==> config.mk <==
export PLATFORM = sky130hd
export DESIGN_NAME = hd44780_ctrl
export DESIGN_NICKNAME = d
export VERILOG_FILES = /design/src/rtl/hd44780_pkg.sv /design/src/rtl/hd44780_bus.sv /design/src/rtl/hd44780_ctrl.sv
export SDC_FILE = /design/constraint.sdc
export NUM_CORES = 1
export LEC_CHECK = 0
export CORE_MARGIN = 1
export CORE_UTILIZATION = 37
export CTS_CLUSTER_DIAMETER = 30
export DETAILED_ROUTE_END_ITERATION = 7
export RECOVER_POWER = 50
export SLEW_MARGIN = 20
export SYNTH_ARGS = -nofsm -noshare
export SYNTH_HDL_FRONTEND = slang
export SYNTH_HIERARCHICAL = 1
export SYNTH_SLANG_ARGS = --single-unit
==> constraint.sdc <==
create_clock -name i_clk -period 3.6 [get_ports i_clk]
set_clock_uncertainty 0.05 [all_clocks]
set_input_delay 0.36 -clock i_clk [delete_from_list [all_inputs] [get_ports i_clk]]
set_output_delay 0.36 -clock i_clk [all_outputs]
set_load 0.01 [all_outputs]
==> src/rtl/hd44780_pkg.sv <==
// Shared opcodes, transfer request payload and timing helpers for the HD44780 controller.
package hd44780_pkg;

  localparam int unsigned WAIT_W = 24;

  localparam logic [7:0] OP_FS_BASE   = 8'h20;
  localparam logic [7:0] OP_DC        = 8'h0C;
  localparam logic [7:0] OP_EM        = 8'h06;
  localparam logic [7:0] OP_CLR       = 8'h01;
  localparam logic [7:0] OP_SET_DDRAM = 8'h80;

  typedef struct packed {
    logic              is_data;
    logic              nibble_only;
    logic [7:0]        data;
    logic [WAIT_W-1:0] wait_cyc;
  } xfer_t;

  // Ceiling of clk_hz * ns / 1e9, never below one cycle.
  function automatic int unsigned cycles(longint unsigned clk_hz, longint unsigned ns);
    longint unsigned c;
    c = (clk_hz * ns + 64'd999_999_999) / 64'd1_000_000_000;
    return (c == 64'd0) ? 32'd1 : 32'(c);
  endfunction

  function automatic logic [7:0] row_base(logic [1:0] r, int unsigned cols);
    case (r)
      2'd0:    return 8'h00;
      2'd1:    return 8'h40;
      2'd2:    return 8'(cols);
      default: return 8'(32'h40 + cols);
    endcase
  endfunction

endpackage

==> src/rtl/hd44780_bus.sv <==
// LCD bus transfer engine: SETUP/PULSE/HOLD per nibble or byte, then a post-transfer wait.
module hd44780_bus
  import hd44780_pkg::*;
#(
  parameter int unsigned BUS_WIDTH = 4
) (
  input  logic                 i_clk,
  input  logic                 i_rst,
  input  logic                 i_start,
  input  logic                 i_is_data,
  input  logic [7:0]           i_byte,
  input  logic                 i_nibble_only,
  input  logic [WAIT_W-1:0]    i_wait_cyc,
  output logic                 o_ready,
  output logic                 o_e,
  output logic                 o_rs,
  output logic [BUS_WIDTH-1:0] o_db
);

  localparam logic [2:0] B_IDLE  = 3'd0;
  localparam logic [2:0] B_SETUP = 3'd1;
  localparam logic [2:0] B_PULSE = 3'd2;
  localparam logic [2:0] B_HOLD  = 3'd3;
  localparam logic [2:0] B_WAIT  = 3'd4;

  logic [2:0]           r_state, w_state_nx;
  logic [7:0]           r_byte, w_byte_nx;
  logic                 r_lo_pending, w_lo_pending_nx;
  logic [WAIT_W-1:0]    r_wait, w_wait_nx;
  logic [WAIT_W-1:0]    r_cnt, w_cnt_nx;
  logic                 r_ready, w_ready_nx;
  logic                 r_e, w_e_nx;
  logic                 r_rs, w_rs_nx;
  logic [BUS_WIDTH-1:0] r_db, w_db_nx;

  always_ff @(posedge i_clk) begin
    if (i_rst) begin
      r_state      <= B_IDLE;
      r_byte       <= 8'h00;
      r_lo_pending <= 1'b0;
      r_wait       <= '0;
      r_cnt        <= '0;
      r_ready      <= 1'b1;
      r_e          <= 1'b0;
      r_rs         <= 1'b0;
      r_db         <= '0;
    end else begin
      r_state      <= w_state_nx;
      r_byte       <= w_byte_nx;
      r_lo_pending <= w_lo_pending_nx;
      r_wait       <= w_wait_nx;
      r_cnt        <= w_cnt_nx;
      r_ready      <= w_ready_nx;
      r_e          <= w_e_nx;
      r_rs         <= w_rs_nx;
      r_db         <= w_db_nx;
    end
  end

  // rs/db only move on entry to SETUP; in 4-bit mode a full byte goes high nibble first.
  always_comb begin
    w_state_nx      = r_state;
    w_byte_nx       = r_byte;
    w_lo_pending_nx = r_lo_pending;
    w_wait_nx       = r_wait;
    w_cnt_nx        = r_cnt;
    w_e_nx          = 1'b0;
    w_rs_nx         = r_rs;
    w_db_nx         = r_db;
    case (r_state)
      B_IDLE: begin
        if (i_start) begin
          w_state_nx      = B_SETUP;
          w_byte_nx       = i_byte;
          w_wait_nx       = i_wait_cyc;
          w_rs_nx         = i_is_data;
          w_lo_pending_nx = (BUS_WIDTH != 8) && !i_nibble_only;
          if (BUS_WIDTH == 8)     w_db_nx = BUS_WIDTH'(i_byte);
          else if (i_nibble_only) w_db_nx = BUS_WIDTH'(i_byte[3:0]);
          else                    w_db_nx = BUS_WIDTH'(i_byte[7:4]);
        end
      end
      B_SETUP: begin
        w_state_nx = B_PULSE;
        w_e_nx     = 1'b1;
      end
      B_PULSE: w_state_nx = B_HOLD;
      B_HOLD: begin
        if (r_lo_pending) begin
          w_state_nx      = B_SETUP;
          w_lo_pending_nx = 1'b0;
          w_db_nx         = BUS_WIDTH'(r_byte[3:0]);
        end else begin
          w_state_nx = B_WAIT;
          w_cnt_nx   = r_wait;
        end
      end
      B_WAIT: begin
        if (r_cnt <= WAIT_W'(1)) w_state_nx = B_IDLE;
        else                     w_cnt_nx   = r_cnt - WAIT_W'(1);
      end
      default: w_state_nx = B_IDLE;
    endcase
    w_ready_nx = (w_state_nx == B_IDLE);
  end

  assign o_ready = r_ready;
  assign o_e     = r_e;
  assign o_rs    = r_rs;
  assign o_db    = r_db;

endmodule

==> src/rtl/hd44780_ctrl.sv <==
// HD44780 controller: power-on init, host character buffer and queued full-screen refresh.
module hd44780_ctrl
  import hd44780_pkg::*;
#(
  parameter int unsigned CLK_HZ    = 250_000,
  parameter int unsigned BUS_WIDTH = 4,
  parameter int unsigned ROWS      = 2,
  parameter int unsigned COLS      = 16
) (
  input  logic                         i_clk,
  input  logic                         i_rst,
  input  logic                         i_wr_en,
  input  logic [$clog2(ROWS*COLS)-1:0] i_wr_addr,
  input  logic [7:0]                   i_wr_data,
  input  logic                         i_refresh,
  output logic                         o_busy,
  output logic                         o_done,
  output logic                         o_e,
  output logic                         o_rs,
  output logic [BUS_WIDTH-1:0]         o_db
);

  localparam int unsigned DEPTH   = ROWS * COLS;
  localparam int unsigned AW      = $clog2(DEPTH);
  localparam int unsigned T_POR   = cycles(64'(CLK_HZ), 64'd100_000_000);
  localparam int unsigned T_4MS   = cycles(64'(CLK_HZ), 64'd4_100_000);
  localparam int unsigned T_100US = cycles(64'(CLK_HZ), 64'd100_000);
  localparam int unsigned T_EXEC  = cycles(64'(CLK_HZ), 64'd40_000);
  localparam int unsigned T_CLR   = cycles(64'(CLK_HZ), 64'd1_640_000);
  localparam int unsigned N_INIT  = (BUS_WIDTH == 8) ? 7 : 8;
  localparam logic [7:0]  FS      = OP_FS_BASE | ((BUS_WIDTH == 8) ? 8'h10 : 8'h00)
                                               | ((ROWS > 1) ? 8'h08 : 8'h00);

  localparam logic [2:0] S_POR        = 3'd0;
  localparam logic [2:0] S_INIT       = 3'd1;
  localparam logic [2:0] S_IDLE       = 3'd2;
  localparam logic [2:0] S_SET_ADDR   = 3'd3;
  localparam logic [2:0] S_WRITE_CHAR = 3'd4;
  localparam logic [2:0] S_DONE       = 3'd5;

  logic [2:0]        r_state, w_state_nx;
  logic [WAIT_W-1:0] r_cnt, w_cnt_nx;
  logic [3:0]        r_step, w_step_nx;
  logic [1:0]        r_row, w_row_nx;
  logic [4:0]        r_col, w_col_nx;
  logic [AW-1:0]     r_addr, w_addr_nx;
  logic              r_pending, w_pending_nx;
  logic              r_busy, w_busy_nx;
  logic              r_done, w_done_nx;
  logic [7:0]        r_buf [DEPTH];
  logic              w_start;
  logic              w_ready;
  xfer_t             w_xfer;

  // 8-bit mode skips the lone 0x2 nibble that switches the panel to 4-bit.
  function automatic xfer_t init_xfer(logic [3:0] step);
    xfer_t      x;
    logic [3:0] s;
    s             = (BUS_WIDTH == 8 && step >= 4'd3) ? step + 4'd1 : step;
    x             = '0;
    x.nibble_only = 1'b1;
    x.data        = (BUS_WIDTH == 8) ? 8'h30 : 8'h03;
    x.wait_cyc    = WAIT_W'(T_100US);
    case (s)
      4'd0:    x.wait_cyc = WAIT_W'(T_4MS);
      4'd1,
      4'd2:    x.wait_cyc = WAIT_W'(T_100US);
      4'd3:    begin x.data = 8'h02; x.wait_cyc = WAIT_W'(T_EXEC); end
      4'd4:    begin x.nibble_only = 1'b0; x.data = FS;    x.wait_cyc = WAIT_W'(T_EXEC); end
      4'd5:    begin x.nibble_only = 1'b0; x.data = OP_DC; x.wait_cyc = WAIT_W'(T_EXEC); end
      4'd6:    begin x.nibble_only = 1'b0; x.data = OP_EM; x.wait_cyc = WAIT_W'(T_EXEC); end
      default: begin x.nibble_only = 1'b0; x.data = OP_CLR; x.wait_cyc = WAIT_W'(T_CLR); end
    endcase
    return x;
  endfunction

  function automatic xfer_t addr_xfer(logic [1:0] row);
    return '{is_data: 1'b0, nibble_only: 1'b0,
             data: OP_SET_DDRAM | row_base(row, COLS), wait_cyc: WAIT_W'(T_EXEC)};
  endfunction

  function automatic xfer_t data_xfer(logic [7:0] ch);
    return '{is_data: 1'b1, nibble_only: 1'b0, data: ch, wait_cyc: WAIT_W'(T_EXEC)};
  endfunction

  always_ff @(posedge i_clk) begin
    if (i_rst) begin
      for (int i = 0; i < int'(DEPTH); i++) r_buf[i] <= 8'h20;
    end else if (i_wr_en && ({1'b0, i_wr_addr} < (AW+1)'(DEPTH))) begin
      r_buf[i_wr_addr] <= i_wr_data;
    end
  end

  always_ff @(posedge i_clk) begin
    if (i_rst) begin
      r_state   <= S_POR;
      r_cnt     <= '0;
      r_step    <= 4'd0;
      r_row     <= 2'd0;
      r_col     <= 5'd0;
      r_addr    <= '0;
      r_pending <= 1'b0;
      r_busy    <= 1'b1;
      r_done    <= 1'b0;
    end else begin
      r_state   <= w_state_nx;
      r_cnt     <= w_cnt_nx;
      r_step    <= w_step_nx;
      r_row     <= w_row_nx;
      r_col     <= w_col_nx;
      r_addr    <= w_addr_nx;
      r_pending <= w_pending_nx;
      r_busy    <= w_busy_nx;
      r_done    <= w_done_nx;
    end
  end

  // Buffer is read when a character transfer starts, so a same-cycle write is seen next refresh.
  always_comb begin
    w_state_nx   = r_state;
    w_cnt_nx     = r_cnt;
    w_step_nx    = r_step;
    w_row_nx     = r_row;
    w_col_nx     = r_col;
    w_addr_nx    = r_addr;
    w_busy_nx    = r_busy;
    w_done_nx    = 1'b0;
    w_pending_nx = r_pending | (i_refresh & r_busy);
    w_start      = 1'b0;
    w_xfer       = '0;
    case (r_state)
      S_POR: begin
        if (r_cnt == WAIT_W'(T_POR - 1)) begin
          w_start    = 1'b1;
          w_xfer     = init_xfer(4'd0);
          w_step_nx  = 4'd0;
          w_state_nx = S_INIT;
        end else begin
          w_cnt_nx = r_cnt + WAIT_W'(1);
        end
      end
      S_INIT: begin
        if (w_ready) begin
          if (r_step == 4'(N_INIT - 1)) begin
            w_state_nx = S_IDLE;
            w_busy_nx  = 1'b0;
          end else begin
            w_start   = 1'b1;
            w_xfer    = init_xfer(r_step + 4'd1);
            w_step_nx = r_step + 4'd1;
          end
        end
      end
      S_IDLE, S_DONE: begin
        w_state_nx = S_IDLE;
        if (i_refresh || r_pending) begin
          w_start      = 1'b1;
          w_xfer       = addr_xfer(2'd0);
          w_row_nx     = 2'd0;
          w_addr_nx    = '0;
          w_pending_nx = 1'b0;
          w_busy_nx    = 1'b1;
          w_state_nx   = S_SET_ADDR;
        end
      end
      S_SET_ADDR: begin
        if (w_ready) begin
          w_start    = 1'b1;
          w_xfer     = data_xfer(r_buf[r_addr]);
          w_addr_nx  = r_addr + AW'(1);
          w_col_nx   = 5'd0;
          w_state_nx = S_WRITE_CHAR;
        end
      end
      S_WRITE_CHAR: begin
        if (w_ready) begin
          if (r_col != 5'(COLS - 1)) begin
            w_start   = 1'b1;
            w_xfer    = data_xfer(r_buf[r_addr]);
            w_addr_nx = r_addr + AW'(1);
            w_col_nx  = r_col + 5'd1;
          end else if (r_row != 2'(ROWS - 1)) begin
            w_start    = 1'b1;
            w_xfer     = addr_xfer(r_row + 2'd1);
            w_row_nx   = r_row + 2'd1;
            w_state_nx = S_SET_ADDR;
          end else begin
            w_busy_nx  = 1'b0;
            w_done_nx  = 1'b1;
            w_state_nx = S_DONE;
          end
        end
      end
      default: w_state_nx = S_POR;
    endcase
  end

  hd44780_bus #(.BUS_WIDTH(BUS_WIDTH)) u_bus (
    .i_clk         (i_clk),
    .i_rst         (i_rst),
    .i_start       (w_start),
    .i_is_data     (w_xfer.is_data),
    .i_byte        (w_xfer.data),
    .i_nibble_only (w_xfer.nibble_only),
    .i_wait_cyc    (w_xfer.wait_cyc),
    .o_ready       (w_ready),
    .o_e           (o_e),
    .o_rs          (o_rs),
    .o_db          (o_db)
  );

  assign o_busy = r_busy;
  assign o_done = r_done;

endmodule

==> impl_metrics.toml <==
[run]
drv_cap = 1

[run_status]
status = "finished with violations"
failed_checks = "capacitance limit, slew limit"

[synth]
synth.distinct_cells = 79
yosysTopAreaCell = "edfxtp_1"
ys_async_sr_fraction_pct = 0
synth_top_area_share_pct = 43.3
synth_commonest_cells = "256 x edfxtp_1, 232 x and2_1, 134 x nand2_1"
synth_flop_cell = "edfxtp_1"
yosys.cell_count.top_type = "edfxtp_1"
ys_ff_latch = 370
synth_cells = 1521
synth_area_per_cell_um2 = 11.7
ys_warn_count = 6
synth_edf_count = 256
ys_top_cells_by_area = "edfxtp_1 43%, dfxtp_1 13%, and2_1 8.2%"
syn-cell-area_mm2 = 0.0177
yosysSeqAreaShare_pct = 56.2

[power_and_ir_drop]
max-vdd-ir-drop_uv = 406
power_per_cell_area_mw_per_mm2 = 635
power_leakage_nw = 7.47
power.total_mw = 13.8

[sta]
period_share_pct = 89.7
holdWs_ps = 404
max_freq_ghz = 0.310
fin_ws_ps = 370
drv_slew = 80
hold_violations = 0
setup_viol = 0
max_slew_margin_pct = -9.70
worst_slew_pin_slew_ps = 1650
period_needed_ps = 3230
rsz0062_at_grt = "false"
finalSetupTns_ps = 0

[die]
num_rows = 79
dieArea_mm2 = 0.0488
die_h_um = 221
initial_core_util_pct = 37.8
die_w_um = 221
core_mm2 = 0.0470
num_io_pins = 25

[finish]
diodes = 0
instances_no_fill = 2287
multi_input_area_mm2 = 0.00732
post-route-util_pct = 46.1
fin_nets = 1639
regArea_mm2 = 0.00997
drive_gt1_share_pct = 16.3
area_growth_pct = 22.1
n_fill_cell = 4240
post-route-cell-area_mm2 = 0.0217

[placement]
gp_congestion = 0.829
dp_cells = 2130
pre_cts_slack_ps = 522
hpwl_mm = 28.2
placedInstanceArea_mm2 = 0.0188
portBuffers = 24

[clock_network]
ctsLongestPathBuffers = 3
clk_pin_slew_ps = 40
cts_setup_buffers = 0
htree_levels = 3
cts.sinks = 370
cts_made_buffers = 84
postCtsHoldBufs = 0
clkLatencyLatePin_ps = 590
clock-root-buffer = "clkbuf_16"
cts.repair.resized = 0
cts_tree = "built"

[min_path]
min_path_type = "reg2reg"

[grt]
grt_pass1_vias = 12100
track_usage_pct = 18.5
grt_max_degree = 80
grt_pass1_wl_mm = 70.4
antenna_found_initial = 0
overflow = 0

[routing]
viasPerCell = 5.32
ant_nets = 0
wire_per_inst_um = 19.5
num_vias = 12200
wirelength_mm = 44.6
drt_iter0_markers = 1012
drcViolationCount = 0
dr.pass1.iters = 5

[worst_setup_path]
crit_top_cell = "clkbuf_1"
crit_required_ps = 3770
cp_slowest_cell = "clkbuf_2"
slowest_delay_ps = 1050
cp-start-kind = "input port"
critPathArrivalTime_ps = 3400
critPathMaxFanout = 61
crit_type = "in2reg"
crit_chain = "clkbuf_4 -> clkbuf_2 -> nand4b_1 -> clkbuf_1 -> nor2_1 -> clkbuf_1 -> or2_0"
crit_path_end_kind = "register"
==> critical path, delay by kind of cell <==
kind / cells / cell delay, ps
buffers and inverters: 4 / 2180
and+or+nand+nor: 3 / 840
==> registers in the layout, summed over array words and instances, names as in the netlist, 4 cells and up, named ones only <==
register,flops
r_step,4
u_bus/r_cnt,24
u_bus/r_byte,4
u_bus/r_wait,24
r_addr,5
r_col,5
u_bus/o_db,4
r_cnt,24
r_buf,256
==> cell families after synthesis <==
logic type	synth area share, %
muxes	10.2
and+or+nand+nor	22.1
AOI/OAI and AO/OA	6.15
adders and majority gates	0.917
buffers and inverters	2.89
other	0.0211
xor gates and xnor gates	1.53
DFF	56.2
==> where the power goes <==
group | total (mW) | switching [mW] | internal, mW
Clock | 7.81 | 2.40 | 5.41
Combinational | 0.986 | 0.567 | 0.419
Sequential | 4.96 | 0.165 | 4.80
Total | 13.8 | 3.13 | 10.6
==> path summary, 6_finish.rpt <==
check / slack, ps / endpoint / cells after the start / from
hold reg to reg: 400 / u_bus/r_wait[23] / 2 / u_bus/r_wait[23]
setup / recovery: 370 / r_buf[27][7] / 7 / i_rst
hold / removal: 400 / u_bus/r_wait[23] / 2 / u_bus/r_wait[23]
setup reg to reg: 440 / u_bus/o_db[3] / 8 / r_cnt[19]
==> placed cells by master (no fill, tap or decap), drive strengths merged, types with 15 or more instances in the layout <==
| master | instances |
|---|---|
| nand2 | 134 |
| xor2 | 20 |
| and2 | 232 |
| nor2 | 126 |
| edfxtp | 256 |
| or2 | 34 |
| buf | 30 |
| clkbuf | 137 |
| or3 | 45 |
| mux2i | 20 |
| nand4 | 15 |
| mux4 | 67 |
| nor3 | 28 |
| dfxtp | 114 |
| inv | 18 |
| nand3 | 35 |
| clkinv | 30 |
| conb | 17 |
| a21oi | 77 |
| clkdlybuf4s50 | 16 |
| o21ai | 38 |
==> routing by layer <==
layer | vias up | wire, um | track usage, %
met2 | 313 | 21000 | 29.8
met5 | - | 0 | 0
met1 | 6036 | 20300 | 24.8
met3 | 84 | 2260 | 3.86
met4 | 0 | 1030 | 6.00
li1 | 5741 | - | -
==> area by class of cell <==
| class | instances | area share [%] |
|---|---|---|
| repair buffers | 81 | 2.77 |
| well taps | 607 | 3.51 |
| clock inverters | 50 | 2.83 |
| multi-input cells | 1055 | 33.8 |
| clock buffers | 107 | 10.8 |
| inverters | 17 | 0.295 |
| flip-flops and latches | 370 | 46.0 |
(Power assumes the default switching activity.)
